## src/rtl/demux_out_slot.sv

```systemverilog
/* ------------------------------------------------------------------
 * demux_out_slot : one-entry output register with transfer counter
 * Revision: 1.0
 * ------------------------------------------------------------------ */
`default_nettype none

module demux_out_slot #(
  parameter int size  = 32,
  parameter int cnt_w = 8
) (
  input  logic             clk_i,
  input  logic             rst_i,
  input  logic             wr_i,
  input  logic [size-1:0]  wr_data_i,
  output logic             accept_o,
  output logic [size-1:0]  data_o,
  output logic             valid_o,
  input  logic             ready_i,
  output logic [cnt_w-1:0] count_o
);

  typedef enum logic {
    EMPTY = 1'b0,
    FULL  = 1'b1
  } slot_state_e;

  slot_state_e      state_q, state_d;
  logic [size-1:0]  data_q, data_d;
  logic [cnt_w-1:0] count_q, count_d;
  logic             out_xfer;

  assign out_xfer = (state_q == FULL) && ready_i;
  // A full slot can take new data in the same cycle it drains.
  assign accept_o = (state_q == EMPTY) || ready_i;

  always_ff @(posedge clk_i) begin
    if (!rst_i) begin
      state_q <= EMPTY;
      data_q  <= '0;
      count_q <= '0;
    end else begin
      state_q <= state_d;
      data_q  <= data_d;
      count_q <= count_d;
    end
  end

  always_comb begin
    state_d = state_q;
    data_d  = data_q;
    count_d = count_q;
    if (wr_i) begin
      state_d = FULL;
      data_d  = wr_data_i;
    end else if (out_xfer) begin
      state_d = EMPTY;
    end
    if (out_xfer) begin
      count_d = count_q + 1'b1;
    end
  end

  assign valid_o = (state_q == FULL);
  assign data_o  = data_q;
  assign count_o = count_q;

endmodule

`default_nettype wire

```

## src/rtl/stream_demux_1to2.sv

```systemverilog
/* ------------------------------------------------------------------
 * stream_demux_1to2 : routes a valid/ready stream to one of two slots
 * Revision: 1.0
 * ------------------------------------------------------------------ */
`default_nettype none

module stream_demux_1to2 #(
  parameter int size  = 32,
  parameter int cnt_w = 8
) (
  input  logic             clk_i,
  input  logic             rst_i,
  input  logic [size-1:0]  data_i,
  input  logic             select_i,
  input  logic             valid_i,
  output logic             ready_o,
  output logic [size-1:0]  data0_o,
  output logic             valid0_o,
  input  logic             ready0_i,
  output logic [size-1:0]  data1_o,
  output logic             valid1_o,
  input  logic             ready1_i,
  output logic [cnt_w-1:0] count0_o,
  output logic [cnt_w-1:0] count1_o
);

  logic accept0, accept1;
  logic wr0, wr1;

  // Only the selected slot gates the input; the other may stall freely.
  assign ready_o = select_i ? accept1 : accept0;
  assign wr0     = valid_i && ready_o && !select_i;
  assign wr1     = valid_i && ready_o &&  select_i;

  demux_out_slot #(.size(size), .cnt_w(cnt_w)) u_slot0 (
    .clk_i     (clk_i),
    .rst_i     (rst_i),
    .wr_i      (wr0),
    .wr_data_i (data_i),
    .accept_o  (accept0),
    .data_o    (data0_o),
    .valid_o   (valid0_o),
    .ready_i   (ready0_i),
    .count_o   (count0_o)
  );

  demux_out_slot #(.size(size), .cnt_w(cnt_w)) u_slot1 (
    .clk_i     (clk_i),
    .rst_i     (rst_i),
    .wr_i      (wr1),
    .wr_data_i (data_i),
    .accept_o  (accept1),
    .data_o    (data1_o),
    .valid_o   (valid1_o),
    .ready_i   (ready1_i),
    .count_o   (count1_o)
  );

endmodule

`default_nettype wire

```

## config.mk

```make
export PLATFORM = sky130hd
export DESIGN_NAME = stream_demux_1to2
export DESIGN_NICKNAME = d
export VERILOG_FILES = /design/src/rtl/demux_out_slot.sv /design/src/rtl/stream_demux_1to2.sv
export SDC_FILE = /design/constraint.sdc
export NUM_CORES = 1
export LEC_CHECK = 0
export BUFFER_PORTS_ARGS = -buffer_cell sky130_fd_sc_hd__buf_2
export CAP_MARGIN = 30
export CORE_MARGIN = 2
export CORE_UTILIZATION = 50
export CTS_BUF_LIST = sky130_fd_sc_hd__clkbuf_4 sky130_fd_sc_hd__clkbuf_8
export DETAILED_ROUTE_END_ITERATION = 8
export PLACE_DENSITY_LB_ADDON = 0.05
export SETUP_SLACK_MARGIN = 0.1
export SLEW_MARGIN = 40
export SYNTH_ARGS = -nofsm -noshare
export SYNTH_HDL_FRONTEND = slang
export SYNTH_SLANG_ARGS = --single-unit
```

## constraint.sdc

```tcl
create_clock -name clk_i -period 1.75 [get_ports clk_i]
set_input_delay 0.35 -clock clk_i [delete_from_list [all_inputs] [get_ports clk_i]]
set_output_delay 0.35 -clock clk_i [all_outputs]
set_load 0.02 [all_outputs]
```

After elaboration in Yosys (flattened, before gate mapping) --
Index checks and enable logic that the tools add are counted.
Operators by class: add/subtract/negate cells 2, multipliers 0, divide/modulo/power cells 0, $lt $le $gt $ge 0, eq/ne operators 0, shifts and indexed selects 0, muxes and demuxes 5, bitwise logic cells 2, reduce and logical (&&, ||, !) cells 10
Operators with widths (number):
- 8-bit by 1-bit adder with 8-bit output, second input constant | 2
- 1-bit logical AND | 5
- 1-bit two-way mux | 5
- 2-bit nonzero test | 2
- 1-bit logical OR | 2
- 1-bit NOT | 2
- 1-bit logical NOT | 1
Word-level totals: flip-flop bits (word level) 82, bits in latches 0, memory bits (writable) 0, bits in read-only memories 0, input port bits 38, output and inout port bits 83, logic and storage cells 25, memories kept 0

Longest topological paths before layout --
depth in word-level cells 6, gate-level depth with buffers 5, depth with buffers taken out 4

Hierarchy --
A second synthesis with hierarchy kept.
Unflattened totals: cell total of the unflattened synthesis 301, area, all modules 3040.4 µm²
Modules (own cells, without submodules):
- demux_out_slot | instances 2, cells an instance 149, area each 1503.9 µm², seq. area each 820.8 µm²
- stream_demux_1to2 | instances 1, cells an instance 3, area each 32.5 µm², seq. area each 0.0 µm²

Worst setup path after synthesis --
No wires, ideal clock.
kind reg2out, start register u_slot0.state_q (netlist: u_slot0.valid_o), end output port ready_o, arrival 1.296 ns, data required time 1.400 ns, slack 0.104 ns, cell stages (with the launch flop) 6, path buffers 2, path through dfxtp_1 -> or2b_1 -> buf_2 -> buf_2 -> nor2_1 -> a21oi_1
On the way: cells in the longest elaborated chain, start to end 3
Ends and longest elaborated chain:
- from (decl) | line demux_out_slot.sv:27 | slot_state_e state_q, state_d;
- from (signal assigned) | line demux_out_slot.sv:42 | state_q <= state_d;
- 1-bit NOT | line demux_out_slot.sv:34 | assign accept_o = (state_q == EMPTY) || ready_i;
- 1-bit logical OR | line demux_out_slot.sv:34
- 1-bit two-way mux | line stream_demux_1to2.sv:31 | assign ready_o = select_i ? accept1 : accept0;
- to (decl) | line stream_demux_1to2.sv:16 | output logic ready_o,
No other way between the ends.

Final worst setup path --
Same ends and word-level chain as after synthesis.

==> results.tsv <==
stage	metric	value	unit
worst_setup_path	crit_chain	or2b_1 > nor2_1 > a21oi_1 > buf_4	
synthesis	avgSynthCellArea	8.296	sq um
worst_setup_path	endpoint_kind	primary output	
timing	final_hold_viol_count	0	
worst_setup_path	max_stage_delay	360	ps
timing	setup_viol	0	
floorplan	die-area	0.007131	sq mm
clock_network	hold_buffers	0	
grt	antenna_found_initial	0	
routing	drt_iter0_markers	177	
synthesis	synthMuxAreaShare	0.6187	%
timing	layout_setup_ws	164.5	ps
synthesis	yosys.area.top_type	dfxtp_1	
clock_network	cts_buffers	9	
synthesis	synth_top_family_by_area	compound AO/OA/AOI/OAI gates	
synthesis	synth_seq_cells	82	
pwr	cellLeakagePower	0.001779	uW
synthesis	synth_top_area_share	50.73	%
routing	wire_per_inst	14.80	um
synthesis	synth_compound_area_share	23.51	%
timing	min_period	1586	ps
grt	grtUsageTotal	24.10	%
timing	finalSetupTns	0	ps
routing	wl	8570	um
place	hpwl	5739	um
layout	n_antenna_cell	0	
floorplan	initial_core_util	51.25	%
synthesis	syn_nets	430	
clock_network	root_buffer	clkbuf_8	
layout	fill_cells	571	
place	gp_congestion	0.7939	
synthesis	synth_common_cells	dfxtp_1 (82), a21oi_1 (75), nand3_1 (70)	
synthesis	yosys_most_used_dff	dfxtp_1	
synthesis	yosys.cell_count.top_type	dfxtp_1	
layout	fin_util	66.31	%
timing	worstMarginPinSlew	457.8	ps
synthesis	yosys-top-cells-area	dfxtp_1 (51%), a21oi_1 (12%), nand3_1 (11%), o21ai_0 (11%), buf_2 (2.5%)	
routing	dr.pass1.iters	5	
min_path	hp-class	in2reg	
floorplan	core_area	0.006314	sq mm
synthesis	syn-cell-area	0.003236	sq mm
clock_network	clock-sinks	82	
place	dp_slack	260.5	ps
worst_setup_path	path_max_fanout	4	
floorplan	io_pins	121	
layout	nNetsFinal	537	
floorplan	die_w	84.45	um
clock_network	clkTransAtPathRegs	80	ps
grt	grt_max_degree	38	
synthesis	synth_simple_gate_area_share	17.63	%
clock_network	cts_tree	yes	
layout	drive_above_1_share	31.27	%
worst_setup_path	cp.required	1400	ps
timing	finalCritPeriodShare	90.60	%
synthesis	synthXorXnorAreaFrac	1.083	%
synthesis	async_reset_ff_share	0	%
grt	grt_overflow_total	0	
synthesis	yosysWarnings	0	
timing	fin_skew	9.457	ps
synthesis	syn_inst	390	
grt	grt_pass1_vias	2950	
timing	slew_headroom	69.48	%
grt	grt_pass1_wl	13950	um
routing	via_count	3280	
synthesis	synthAdderAreaFrac	0.7734	%
timing	grt_setup_unrepaired	yes	
status	status	finished clean	
layout	area_growth	29.39	%
routing	routed_via_density	5.665	
clock_network	cts_max_path_buffers	2	
floorplan	rows	29	
flow_run	maxCapViolCount	0	
worst_setup_path	arrival	1240	ps
pwr	peakVddDrop	0.0006037	V
synthesis	synth_edf_count	0	
synthesis	ys_seq_area_share	50.73	%
routing	drcViolationCount	0	
timing	clock.fmax	630.7	MHz
place	io_buffers	120	
layout	final-seq-area	0.001647	sq mm
worst_setup_path	critPathKind	reg2out	
clock_network	h-tree-depth	3	
worst_setup_path	start_kind	register	
floorplan	die_h	84.45	um
pwr	power-per-cell-area	949.5	mW/mm^2
routing	postRouteAntennaNets	0	
synthesis	yosysUniqueCellTypes	29	
clock_network	insertion_delay	350	ps
layout	multiInputGateArea	0.001414	sq mm
worst_setup_path	slowest_stage	dfxtp_4	
timing	drv_slew	0	
-- timing repair --
| item | CTS | global route |
|---|---|---|
| setup buffers | 0 | 2 |
| gates resized for setup | 2 | 2 |
| setup endpoints to repair | 1 | 1 |
-- metal layers --
layer  vias to the layer above  global-route usage, %  wire length [um]
met3                        12                  5.998               673
met5                         -                      0                 0
met4                         0                  9.668               143
met1                      1524                  32.47              3850
li1                       1609                      -                 -
met2                       135                  37.30              3903
-- through the flow --
step | hold slack [ps] | area [sq um] | std cells | power [uW]
3_5_place_dp | 461.5 | 3941 | 561 | 2499
3_3_place_gp | 450.0 | 3941 | 561 | 2494
6_report | 254.0 | 4187 | 579 | 3975
2_1_floorplan | 497.7 | 3236 | 390 | 2295
4_1_cts | 243.6 | 4168 | 577 | 3999
5_1_grt | 247.5 | 4187 | 579 | 4144
-- cell families (layout without fill, tap and decap cells) --
logic type / count (synthesis) / in the layout
xor gates and xnor gates: 4 / 4
DFF: 82 / 82
AOI/OAI and AO/OA: 149 / 149
adders and majority gates: 2 / 2
and+or+nand+nor: 109 / 109
muxes: 2 / 2
buffers and inverters: 42 / 154
-- state kept, by name, indices dropped and copies added, names as in the netlist --
name and count:
u_slot0.data_o 32, u_slot1.data_o 32, u_slot0.count_o 8, u_slot1.count_o 8, u_slot0.valid_o 1, u_slot1.valid_o 1
-- report_power, final --
part           leakage, uW  internal (uW)  switching, uW
registers         0.000669           1940           36.0
logic             0.000997            176            310
clock network     0.000113            854            661
total              0.00178           2970           1010
-- path summary, 6_finish.rpt --
kind	startpoint	cells past startpoint	slack (ps)	end
worst min-delay path	data_i[11]	3	250	u_slot0.data_o[11]$_SDFFE_PN0P_
worst min register to register	u_slot0.count_o[7]$_SDFFE_PN0P_	2	470	u_slot0.count_o[7]$_SDFFE_PN0P_
worst max register to register	u_slot0.count_o[0]$_SDFFE_PN0P_	4	440	u_slot0.count_o[6]$_SDFFE_PN0P_
worst max-delay path	u_slot0.valid_o$_SDFFE_PN0P_	4	160	ready_o
-- critical path, delay by kind of cell, from the launching register on --
| family | cells | cell delay [ps] |
|---|---|---|
| flip-flops | 1 | 360 |
| AND/OR/NAND/NOR | 2 | 330 |
| buffers and inverters | 1 | 160 |
| AO/OA/AOI/OAI | 1 | 50 |
-- layout by cell type, fill, tap and decap left out, drive strengths merged, types with 2 or more instances in the layout --
cell,n
nor2,5
or4,2
or3,4
nand3,72
clkbuf,11
inv,5
o211ai,2
xor2,4
buf,133
clkinv,2
and2b,2
nand4,2
o31ai,4
ha,2
mux2i,2
bufinv,2
nor4,2
dfxtp,82
nand2,11
a21oi,75
nand2b,6
o21ai,68
-- final cells by class --
type                    instances  area share, %
flip-flops and latches         82          39.33
multi-input cells             266          33.77
clock inverters                 5          1.853
clock buffers                  11          3.467
well taps                      77          2.301
inverters                       5         0.4483
repair buffers                133          18.83
No activity file was read; power rests on OpenSTA's default activity.
